### src/rtl/level_pkg.sv
// Shared types for the level-select slice: level code width and the
// per-button press FSM states.
package level_pkg;

  localparam int LEVEL_W = 3;

  typedef logic [LEVEL_W-1:0] level_t;

  typedef enum logic [1:0] {
    IDLE   = 2'd0,
    DELAY  = 2'd1,
    REPEAT = 2'd2
  } btn_state_t;

  function automatic int max_int(input int a, input int b);
    return (a > b) ? a : b;
  endfunction

endpackage

### src/rtl/level_select_button_press.sv
// Push-button conditioner: 2-flop synchronizer plus a press/hold/auto-repeat
// FSM emitting a one-cycle step pulse.
module button_press
  import level_pkg::*;
#(
  parameter int HOLD_CYCLES   = 25_000_000,
  parameter int REPEAT_CYCLES = 10_000_000
) (
  input  logic clk,
  input  logic reset,
  input  logic btn,
  output logic step
);

  localparam int CNT_W = $clog2(max_int(HOLD_CYCLES, REPEAT_CYCLES) + 1);
  localparam logic [CNT_W-1:0] HOLD_LAST   = CNT_W'(HOLD_CYCLES - 1);
  localparam logic [CNT_W-1:0] REPEAT_LAST = CNT_W'(REPEAT_CYCLES - 1);
  localparam logic [CNT_W-1:0] CNT_ONE     = CNT_W'(1);

  logic             sync1_q, sync1_d;
  logic             sync2_q, sync2_d;
  logic [1:0]       valid_q, valid_d;
  logic             armed_q, armed_d;
  btn_state_t       state_q, state_d;
  logic [CNT_W-1:0] cnt_q,   cnt_d;

  // Next-state, counter and step pulse. armed_q only rises once the
  // synchronizer holds genuine post-reset samples and shows a released
  // button, so a key held through reset never fires.
  always_comb begin
    sync1_d = btn;
    sync2_d = sync1_q;
    valid_d = {valid_q[0], 1'b1};
    state_d = state_q;
    cnt_d   = cnt_q;
    step    = 1'b0;

    if (valid_q[1] && !sync2_q) begin
      armed_d = 1'b1;
    end else begin
      armed_d = armed_q;
    end

    case (state_q)
      IDLE: begin
        if (sync2_q && armed_q) begin
          step    = 1'b1;
          cnt_d   = '0;
          state_d = DELAY;
        end else begin
          state_d = IDLE;
        end
      end
      DELAY: begin
        if (!sync2_q) begin
          cnt_d   = '0;
          state_d = IDLE;
        end else if (cnt_q == HOLD_LAST) begin
          step    = 1'b1;
          cnt_d   = '0;
          state_d = REPEAT;
        end else begin
          cnt_d = cnt_q + CNT_ONE;
        end
      end
      REPEAT: begin
        if (!sync2_q) begin
          cnt_d   = '0;
          state_d = IDLE;
        end else if (cnt_q == REPEAT_LAST) begin
          step  = 1'b1;
          cnt_d = '0;
        end else begin
          cnt_d = cnt_q + CNT_ONE;
        end
      end
      default: begin
        cnt_d   = '0;
        state_d = IDLE;
      end
    endcase
  end

  // State registers with synchronous active-low reset.
  always_ff @(posedge clk) begin
    if (!reset) begin
      sync1_q <= 1'b0;
      sync2_q <= 1'b0;
      valid_q <= 2'b00;
      armed_q <= 1'b0;
      state_q <= IDLE;
      cnt_q   <= '0;
    end else begin
      sync1_q <= sync1_d;
      sync2_q <= sync2_d;
      valid_q <= valid_d;
      armed_q <= armed_d;
      state_q <= state_d;
      cnt_q   <= cnt_d;
    end
  end

endmodule

### src/rtl/level_select.sv
// Level register for the HEX0 level display: button stepping in menu mode,
// level_clear advance in play mode, sticky game_done.
module level_select
  import level_pkg::*;
#(
  parameter int START_LEVEL   = 0,
  parameter int MAX_LEVEL     = 7,
  parameter int HOLD_CYCLES   = 25_000_000,
  parameter int REPEAT_CYCLES = 10_000_000
) (
  input  logic               clk,
  input  logic               reset,
  input  logic               up_btn,
  input  logic               down_btn,
  input  logic               menu_mode,
  input  logic               level_clear,
  output logic [LEVEL_W-1:0] level,
  output logic               level_changed,
  output logic               game_done
);

  localparam level_t START_L   = level_t'(START_LEVEL);
  localparam level_t MAX_L     = level_t'(MAX_LEVEL);
  localparam level_t LEVEL_ONE = level_t'(1);

  logic   up_step;
  logic   down_step;
  level_t level_q, level_d;
  logic   level_changed_q, level_changed_d;
  logic   game_done_q, game_done_d;

  button_press #(
    .HOLD_CYCLES  (HOLD_CYCLES),
    .REPEAT_CYCLES(REPEAT_CYCLES)
  ) u_up (
    .clk  (clk),
    .reset(reset),
    .btn  (up_btn),
    .step (up_step)
  );

  button_press #(
    .HOLD_CYCLES  (HOLD_CYCLES),
    .REPEAT_CYCLES(REPEAT_CYCLES)
  ) u_down (
    .clk  (clk),
    .reset(reset),
    .btn  (down_btn),
    .step (down_step)
  );

  // Next level and game_done; level_changed flags a real value change only.
  always_comb begin
    level_d     = level_q;
    game_done_d = game_done_q;
    if (menu_mode) begin
      if (up_step && !down_step) begin
        if (level_q < MAX_L) begin
          level_d = level_q + LEVEL_ONE;
        end else begin
          level_d = level_q;
        end
      end else if (down_step && !up_step) begin
        if (level_q != '0) begin
          level_d = level_q - LEVEL_ONE;
        end else begin
          level_d = level_q;
        end
      end else begin
        level_d = level_q;
      end
    end else begin
      if (level_clear && !game_done_q) begin
        if (level_q < MAX_L) begin
          level_d = level_q + LEVEL_ONE;
        end else begin
          game_done_d = 1'b1;
        end
      end else begin
        level_d = level_q;
      end
    end
    level_changed_d = (level_d != level_q);
  end

  // Output registers with synchronous active-low reset.
  always_ff @(posedge clk) begin
    if (!reset) begin
      level_q         <= START_L;
      level_changed_q <= 1'b0;
      game_done_q     <= 1'b0;
    end else begin
      level_q         <= level_d;
      level_changed_q <= level_changed_d;
      game_done_q     <= game_done_d;
    end
  end

  assign level         = level_q;
  assign level_changed = level_changed_q;
  assign game_done     = game_done_q;

endmodule

### config.mk
export PLATFORM = sky130hd
export DESIGN_NAME = level_select
export DESIGN_NICKNAME = d
export VERILOG_FILES = /design/src/rtl/level_pkg.sv /design/src/rtl/level_select_button_press.sv /design/src/rtl/level_select.sv
export SDC_FILE = /design/constraint.sdc
export NUM_CORES = 1
export LEC_CHECK = 0
export ABC_AREA = 1
export BUFFER_PORTS_ARGS = -buffer_cell sky130_fd_sc_hd__buf_2
export CORE_ASPECT_RATIO = 0.6
export CORE_UTILIZATION = 65
export DETAILED_ROUTE_END_ITERATION = 12
export PLACE_DENSITY = 0.87
export SLEW_MARGIN = 5
export SYNTH_ARGS = -nofsm -noshare
export SYNTH_HDL_FRONTEND = slang
export SYNTH_SLANG_ARGS = --single-unit
### constraint.sdc
create_clock -name clk -period 4.5 [get_ports clk]
set_input_delay 0.45 -clock clk [delete_from_list [all_inputs] [get_ports clk]]
set_output_delay 0.45 -clock clk [all_outputs]
set_load 0.01 [all_outputs]
==> flow_summary.ini, run 1 <==
[outcome]
status = completed

[global_route]
grt_pass1_wl_um = 13400
grt_pass1_vias = 2912
antenna_found_initial = 0
grt_max_degree = 25
grt-ovfl-total = 0
gr-usage-all-layers_pct = 28.8

[pwr]
power.share.combinational_pct = 5.1
p_leak_uw = 0.00155
pwr-share-seq_pct = 49.6
power.net_switching_uw = 290
internal_power_uw = 935
peakVddDrop_mv = 0.258
powerDensity_mw_per_mm2 = 300
clockPowerShare_pct = 45.2
switching_share_pct = 23.7
total_power_uw = 1220

[cts]
clock-root-buffer = clkbuf_8
clock-sinks = 67
cts_buffer_depth = 2
clock_latency_ns = 0.35
cts.repair.resized = 0
clk_pin_slew_ns = 0.08
cts_tree = done
cts_max_level = 3
cts_setup_buffers = 0
cts_hold_buffers = 0
numCtsBuffers = 9

[routing]
post_drt_wl_per_cell_um = 13.0
dr.pass1.iters = 5
wl_um = 8290
vias = 3548
ant_nets = 0
route.detailed.drc = 0
viasPerCell = 5.56
drt-initial-drc-count = 336

[yosys]
syn_avg_cell_area_um2 = 6.98
ys_ff_latch = 67
netlist_instances = 539
syn_area_mm2 = 0.00376
ys_types = 43
synth_warnings = 0
seq_area_frac_synth_pct = 35.7
syn_nets = 558

[timing]
rsz0062_at_grt = no
timing.final.ws_setup_ns = 1.98
max_freq_mhz = 396
fin_crit_sh_pct = 56.1
setup_viol = 0
tns_ns = 0
tightest_slew_ns = 0.786
finalHoldViolCount = 0
fin_skew_ns = 0.0111
final-max-slew-violation-count = 0
finalCriticalPeriod_ns = 2.52
slew_headroom_pct = 47.5

[final_layout]
multi_input_area_mm2 = 0.00210
final-seq-area_mm2 = 0.00134
design_area_mm2 = 0.00408
synthToLayoutAreaGrowth_pct = 8.45
fillerInstances = 438
nets = 572
n_antenna_cell = 0
drive_gt1_share_pct = 12.5

[floorplan]
coreArea_mm2 = 0.00557
start_util_pct = 67.5
io_pins = 11
fp.dieW_um = 100
die-area_mm2 = 0.00610
std_cell_rows = 21
die_h_um = 60.9

[place]
routabilityCongestion = 0.916
place_area_mm2 = 0.00386
io_buffers = 10
hpwl_um = 6120
place_ws_ns = 2.01

[worst_setup_path]
crit_end = u_down.cnt_q[6]
path_max_fanout = 22
cp_data_required_time_ns = 4.70
reg2reg_depth = 14
cp_slowest_cell = nand2_1
start_kind = register
critical_path_depth = 14
criticalPathCategory = reg2reg
critPathBufInv = 2
r2r_end = u_down.cnt_q[6]
crit_start = u_down.cnt_q[0]
crit_top_cell = nand2_1
max_stage_delay_ns = 0.58
cp.arrival_ns = 2.72
path_cells = ha_1 > nand2_1 > nor2_4 > nand2_1 > nor2_1 > nand2_1 > nand3_1 > nand2_1 > nand2_1 > inv_1 > nor2_1 > inv_1 > nand2_1 > nor3b_1
path_delay_family = simple AND/OR/NAND/NOR gates
crit-reg2reg-launch = u_down.cnt_q[0]
reg2reg_slack_ns = 1.98
critPathCaptureType = register

[min_path]
hold_class = in2reg

[job]
maxCapViolations = 0
==> cell usage after synthesis, drive strengths merged <==
cell / number / area, um2
a31oi: 3 / 18.8
o21ai: 13 / 65.1
o31ai: 1 / 7.51
inv: 70 / 265
xor2: 14 / 123
dfxtp: 67 / 1340
a221oi: 1 / 8.76
buf: 6 / 46.3
mux2i: 1 / 10.0
ha: 13 / 163
a211oi: 6 / 45.0
nor4: 6 / 52.6
clkbuf: 1 / 3.75
a21oi: 28 / 155
nand3b: 1 / 7.51
nor2: 96 / 405
clkinv: 2 / 7.51
or2: 5 / 31.3
a311oi: 1 / 8.76
a21o: 1 / 7.51
xnor2: 3 / 26.3
nand2: 124 / 507
a31o: 1 / 8.76
o211ai: 1 / 7.51
nor3b: 7 / 52.6
nand3: 39 / 220
nor3: 23 / 135
nand4: 5 / 31.3
==> placed cells by master, fill, tap and decap left out, drive strengths merged <==
cell        n
nor2       96
nand4       5
ha         13
a311oi      1
clkinv      5
clkinvlp    1
nor3       23
nor3b       7
clkbuf     10
a31o        1
a211oi      6
xnor2       3
a21oi      28
a221oi      1
xor2       14
o31ai       1
bufinv      2
a21o        1
mux2i       1
nand2     124
o211ai      1
a31oi       3
nand3b      1
buf        10
nand3      39
dfxtp      67
o21ai      13
inv        70
or2         5
nor4        6
==> worst min path at each step <==
stage                          from           endpoint  slack, ns  depth (start not counted)
floorplan            u_down.sync1_q     u_down.sync2_q       0.39                          2
global placement     u_down.sync1_q     u_down.sync2_q       0.39                          2
detailed placement  u_up.valid_q[0]  u_down.valid_q[1]       0.40                          2
CTS                        down_btn     u_down.sync1_q       0.27                          3
global route                 up_btn       u_up.sync1_q       0.27                          3
finish                     down_btn     u_down.sync1_q       0.28                          3
==> metal layers <==
metal  vias up  GRT usage [%]  routed length [um]
met2       164           40.8                3300
met5         -              0                   0
met1      1609           42.8                4130
li1       1765              -                   -
met3        10           8.87                 802
met4         0           6.42                  53
==> power groups by stage <==
stage / Clock [uW] / Sequential [uW] / Combinational (uW)
5_1_grt: 591 / 609 / 70.2
4_1_cts: 554 / 608 / 62.5
3_5_place_dp: 0 / 622 / 62.0
6_report: 554 / 608 / 63.1
2_1_floorplan: 0 / 621 / 48.2
3_3_place_gp: 0 / 621 / 59.9
==> logic make-up after synthesis <==
logic type | count (synthesis) | synth area share (%)
compound gates | 56 | 8.85
simple gates | 306 | 38.4
mux | 1 | 0.266
flops | 67 | 35.7
fa+ha+maj | 13 | 4.32
xor+xnor | 17 | 3.96
buf+inv | 79 | 8.58
==> flip-flops by register name (all words and copies together) (netlist names) <==
name / cells
u_up.armed_q: 1
u_down.armed_q: 1
u_down.sync2_q: 1
u_up.sync1_q: 1
u_down.valid_q: 1
level: 3
game_done: 1
u_up.valid_q: 1
u_down.cnt_q: 25
u_down.state_q: 2
u_up.cnt_q: 25
u_down.sync1_q: 1
u_up.sync2_q: 1
u_up.state_q: 2
level_changed: 1
==> cell type report <==
type                       count  share of cell area [%]
clock inverter                 6                    2.21
tap                           80                    2.45
sequential                    67                    32.9
inverter                      72                    6.69
multi-input combinational    393                    51.4
clock buffer                  10                    3.13
timing repair buffer          10                    1.23
==> worst reg2reg max path: stages (launching register included) <==
cell and delay, ns:
dfxtp_1 0.37, ha_1 0.18, nand2_1 0.12, nor2_4 0.15
nand2_1 0.07, nor2_1 0.14, nand2_1 0.11, nand3_1 0.15
nand2_1 0.07, nand2_1 0.06, inv_1 0.06, nor2_1 0.12
inv_1 0.08, nand2_1 0.58, nor3b_1 0.12
==> metrics by stage <==
| stage | util [%] | hold slack, ns | instances |
|---|---|---|---|
| 5_1_grt | 73.2 | 0.272 | 638 |
| 4_1_cts | 73.2 | 0.272 | 638 |
| 2_1_floorplan | - | 0.386 | 539 |
| 3_3_place_gp | 69.3 | 0.389 | 622 |
| 6_report | 73.2 | 0.276 | 638 |
| 3_5_place_dp | 69.3 | 0.400 | 622 |
Power figures use the tool's default switching activity.
==> run 2: changes to the inputs <==
--- a/config.mk
+++ b/config.mk
@@ -8,9 +8,9 @@
 export ABC_AREA = 1
 export BUFFER_PORTS_ARGS = -buffer_cell sky130_fd_sc_hd__buf_2
 export CORE_ASPECT_RATIO = 0.6
-export CORE_UTILIZATION = 65
+export CORE_UTILIZATION = 56
 export DETAILED_ROUTE_END_ITERATION = 12
-export PLACE_DENSITY = 0.87
+export PLACE_DENSITY = 0.8
 export SLEW_MARGIN = 5
 export SYNTH_ARGS = -nofsm -noshare
 export SYNTH_HDL_FRONTEND = slang
==> constraint.sdc (replaced) <==
create_clock -name clk -period 2.1 [get_ports clk]
set_input_delay 0.21 -clock clk [delete_from_list [all_inputs] [get_ports clk]]
set_output_delay 0.21 -clock clk [all_outputs]
set_load 0.01 [all_outputs]
==> run 2 against run 1 <==
Effect of this change:
- die area is 16% higher
- critical endpoint is now level_changed
- power increased by 100%
- cell count grew 4.2%
==> flow_summary.ini, run 2 (synthesized netlist as in run 1, its figures left out) <==
[place]
routabilityCongestion = 0.912
place_ws_ns = -0.0452
io_buffers = 10
hpwl_um = 6590

[final_layout]
mostFrequentLayoutCells = 111 x nand2_1, 85 x nor2_1, 59 x inv_1, 59 x dfxtp_1, 34 x nand3_1
post-route-util_pct = 68.4
layout_commonest_cell = nand2_1
synthToLayoutAreaGrowth_pct = 14.6
nets = 595
drive_gt1_share_pct = 19.1
n_antenna_cell = 0
fillerInstances = 502

[timing]
timing.final.ws_setup_ns = 0.0378
finalCriticalPeriod_ns = 2.06
slew_headroom_pct = 72.1
setup_viol = 0
fin_skew_ns = 0.00772
rsz0062_at_grt = yes
tns_ns = 0
tightest_slew_ns = 0.415
finalHoldViolCount = 0
fin_crit_sh_pct = 98.2
final-max-slew-violation-count = 0
max_freq_mhz = 485

[cts]
clk_pin_slew_ns = 0.07
cts_max_level = 3
clock-sinks = 67
cts_hold_buffers = 0
clock_latency_ns = 0.36
cts_tree = done
numCtsBuffers = 9
cts_buffer_depth = 2
clock-root-buffer = clkbuf_8

[global_route]
grt_max_degree = 15
grt_pass1_wl_um = 15000
gr-usage-all-layers_pct = 28.3
grt_pass1_vias = 3186
antenna_found_initial = 0
grt-ovfl-total = 0

[floorplan]
die-area_mm2 = 0.00706
fp.dieW_um = 108
std_cell_rows = 22
io_pins = 11
coreArea_mm2 = 0.00630
die_h_um = 65.5
start_util_pct = 59.7

[worst_setup_path]
cp_slowest_cell = dfxtp_4
path_cells = ha_4 > nand2_4 > nor2_4 > nand2_1 > nor2_1 > nand2_1 > nand2_2 > nand3_2 > a21oi_4 > nand2_2 > nand2_2 > nand2_1 > nand2_1 > nand2_1 > nand2_2 > nand3_1 > nand2_1 > nor2_2
max_stage_delay_ns = 0.37
critPathCaptureType = register
crit_top_cell = nand2_1
path_max_fanout = 5
start_kind = register
criticalPathCategory = reg2reg
cp_data_required_time_ns = 2.35
cp.arrival_ns = 2.31

[min_path]
hold_class = in2reg

[routing]
wl_um = 8760
viasPerCell = 5.38
dr.pass1.iters = 5
route.detailed.drc = 0
ant_nets = 0
post_drt_wl_per_cell_um = 13.2
vias = 3578
drt-initial-drc-count = 327

[outcome]
status = completed

[pwr]
powerDensity_mw_per_mm2 = 571
peakVddDrop_mv = 0.573
p_leak_uw = 0.00167

[job]
maxCapViolations = 0
==> run 2: changes by cell type in the layout (fill, tap and decap cells not counted), sizes merged <==
cell / delta
clkbuf: +2
clkinvlp: +1
clkinv: -1
bufinv: -2
buf: +23
==> run 2: per-layer routing <==
| metal | vias to the layer above | wire [um] | GRT usage, % |
|---|---|---|---|
| li1 | 1804 | - | - |
| met1 | 1610 | 4370 | 41.0 |
| met2 | 148 | 3460 | 38.3 |
| met3 | 16 | 757 | 7.74 |
| met4 | 0 | 170 | 12.7 |
| met5 | - | 0 | 0 |
==> run 2: worst paths after layout <==
path,slack [ns],cells past startpoint,start,end
worst min register to register,0.41,2,u_down.sync1_q,u_down.sync2_q
worst max register to register,0.04,18,u_down.cnt_q[1],level_changed
worst min-delay path,0.03,3,down_btn,u_down.sync1_q
worst max-delay path,0.04,18,u_down.cnt_q[1],level_changed
==> run 2: layout make-up <==
| cell class | instances | area [um2] | share of cell area, % |
|---|---|---|---|
| Clock buffer | 12 | 155 | 3.60 |
| Timing Repair Buffer | 33 | 255 | 5.92 |
| Multi-Input combinational cell | 393 | 2140 | 49.7 |
| Tap cell | 84 | 105 | 2.44 |
| Inverter | 72 | 273 | 6.33 |
| Clock inverter | 4 | 25.0 | 0.581 |
| Sequential cell | 67 | 1350 | 31.4 |
==> run 2: what timing repair did <==
item,in CTS,in global routing
setup endpoints to repair,21,51
pin swaps,4,8
buffers inserted,1,2
resized for setup,7,18
==> run 2: critical path, delay by kind of cell (launching register included) <==
family | cells | cell delay (ns)
and+or+nand+nor | 16 | 1.25
adders and majority gates | 1 | 0.15
AOI/OAI and AO/OA | 1 | 0.19
DFF | 1 | 0.37
==> run 2: stage by stage <==
stage	hold WS, ns	area [um2]	std cells	total power, uW
finish	0.0337	4310	665	2460
global route	0.0271	4310	665	2550
CTS	0.0183	4260	663	2480
detailed placement	0.399	4040	646	1480
global placement	0.392	4040	646	1480
floorplan	0.238	3760	539	1430
==> run 2: power by group <==
group | internal [uW] | switching [uW] | leakage (uW) | total (uW)
Clock | 489 | 508 | 0.0000884 | 996
Combinational | 64.6 | 95.9 | 0.00103 | 161
Sequential | 1290 | 16.2 | 0.000547 | 1300
Total | 1840 | 620 | 0.00167 | 2460
==> run 3: changes to the inputs <==
--- a/config.mk
+++ b/config.mk
@@ -11,6 +11,7 @@
 export CORE_UTILIZATION = 56
 export DETAILED_ROUTE_END_ITERATION = 12
 export PLACE_DENSITY = 0.8
+export REMOVE_ABC_BUFFERS = 1
 export SLEW_MARGIN = 5
 export SYNTH_ARGS = -nofsm -noshare
 export SYNTH_HDL_FRONTEND = slang
==> run 3 against run 2 <==
Effect of this change:
- die area unchanged
- critical path depth increased by 1
- routed wire length increased by 1.6%
- combinational power increased by 3%
- global-route usage decreased by 0.76 points
- first-iteration DRC count decreased by 1.2%
==> flow_summary.ini, run 3 (synthesized netlist as in run 1, its figures left out) <==
[global_route]
gr-usage-all-layers_pct = 27.5
grt_pass1_wl_um = 14700
grt-ovfl-total = 0
use_met2_pct = 39.8
grt_max_degree = 15
grt.busiest_layer = met2
use_met3_pct = 8.43
grt_use_met1_pct = 39.0
antenna_found_initial = 0
grt_pass1_vias = 3201

[final_layout]
n_antenna_cell = 0
mostFrequentLayoutCells = 109 x nand2_1, 79 x nor2_1, 58 x inv_1, 58 x dfxtp_1, 32 x nand3_1
layout_commonest_cell = nand2_1
synthToLayoutAreaGrowth_pct = 16.9
drive_gt1_share_pct = 21.5
nets = 595
post-route-util_pct = 69.7

[pwr]
switching_share_pct = 24.5
power.net_switching_uw = 624
total_power_uw = 2550
powerDensity_mw_per_mm2 = 579
p_leak_uw = 0.00169
peakVddDrop_mv = 0.603
internal_power_uw = 1920
power.share.combinational_pct = 6.5
clockPowerShare_pct = 42.4
pwr-share-seq_pct = 51.0

[floorplan]
io_pins = 11
fp.dieW_um = 108
die_h_um = 65.5
coreArea_mm2 = 0.00630
start_util_pct = 59.7
die-area_mm2 = 0.00706
std_cell_rows = 22

[timing]
finalCriticalPeriod_ns = 2.02
slew_headroom_pct = 63.8
finalHoldViolCount = 0
final-max-slew-violation-count = 0
fin_skew_ns = 0.00992
setup_viol = 0
rsz0062_at_grt = yes
fin_crit_sh_pct = 96.4
max_freq_mhz = 494
tightest_slew_ns = 0.538

[routing]
drt-initial-drc-count = 323
viasPerCell = 5.42
wl_um = 8900
ant_nets = 0
dr.pass1.iters = 7
route.detailed.drc = 0
vias = 3603
post_drt_wl_per_cell_um = 13.4

[min_path]
hold_start = up_btn
hold_class = in2reg

[outcome]
status = completed

[cts]
clk_pin_slew_ns = 0.07
clock_latency_ns = 0.37
cts_hold_buffers = 0
clock-sinks = 67
cts_max_level = 3
clock-root-buffer = clkbuf_8
numCtsBuffers = 9
cts_buffer_depth = 2
cts_tree = done

[worst_setup_path]
criticalPathCategory = reg2reg
cp_slowest_cell = dfxtp_4
path_cells = ha_4 > nand2_2 > nor2_4 > nand3_1 > nor2_1 > nand2_1 > nand2_1 > nand3_1 > nand2_1 > nand2_2 > nor2_4 > inv_2 > nand2_1 > nand2_1 > nand2_2 > nand2_2 > nand2_2 > nand2_2 > nor2_2
max_stage_delay_ns = 0.37
crit-reg2reg-launch = u_up.cnt_q[0]
critPathCaptureType = register
crit_top_cell = nand2_2
path_max_fanout = 4
cp.arrival_ns = 2.32
crit_start = u_up.cnt_q[0]
cp_data_required_time_ns = 2.40
start_kind = register

[job]
maxCapViolations = 0

[place]
routabilityCongestion = 0.920
hpwl_um = 6640
io_buffers = 10
==> run 3: changes by cell type in the layout (fill, tap and decap cells not counted), sizes merged <==
cell | before | now
clkinvlp | 2 | 1
clkbuf | 12 | 11
clkinv | 4 | 5
bufinv | 0 | 1
==> run 3: per-layer routing <==
layer | wire, um | vias up
li1 | - | 1805
met1 | 4460 | 1627
met2 | 3550 | 160
met3 | 791 | 11
met4 | 91 | 0
met5 | 0 | -
==> run 3: through the flow <==
step | setup WS [ns] | TNS, ns | hold slack (ns) | instances | area, um2
CTS | 0.00311 | 0 | 0.0154 | 663 | 4280
floorplan | 0.0801 | 0 | 0.238 | 532 | 3710
global placement | 0.0352 | 0 | 0.391 | 645 | 4030
detailed placement | -0.0782 | -1.12 | 0.397 | 645 | 4030
global route | -0.0777 | -0.123 | 0.0252 | 665 | 4400
finish | 0.0762 | 0 | 0.0306 | 665 | 4400
==> run 3: final cells by class <==
type / instances / area (um2)
clock buffer: 11 / 141
clock inverter: 5 / 52.6
fill: 477 / 1910
inverter: 72 / 273
multi-input combinational: 393 / 2210
sequential: 67 / 1360
tap: 84 / 105
timing repair buffer: 33 / 255
==> run 3: worst paths after layout <==
| path | endpoint | slack, ns | cells past startpoint |
|---|---|---|---|
| min | u_up.sync1_q | 0.03 | 3 |
| max | level_changed | 0.08 | 19 |
| max reg2reg | level_changed | 0.08 | 19 |
| min reg2reg | u_down.valid_q[1] | 0.42 | 2 |
==> run 3: worst max-delay path, delay by kind of cell (launching register included) <==
family                   cells  cell delay [ns]
adder cells (fa/ha/maj)      1             0.16
buffers and inverters        1             0.06
flip-flops                   1             0.37
AND/OR/NAND/NOR             17             1.38
==> run 3: power groups by stage <==
stage | combinational [uW] | sequential, uW | clock, uW
after detailed placement | 154 | 1330 | 0
after floorplan | 91.6 | 1330 | 0
after global routing | 183 | 1300 | 1150
after global placement | 148 | 1330 | 0
final | 166 | 1300 | 1080
after CTS | 159 | 1300 | 1100
==> run 3: timing repair <==
action / CTS / global route
gates cloned: 0 / 0
endpoints found under the setup margin: 23 / 51
gates resized for setup: 10 / 36
buffers inserted: 2 / 2
pin swaps: 5 / 8
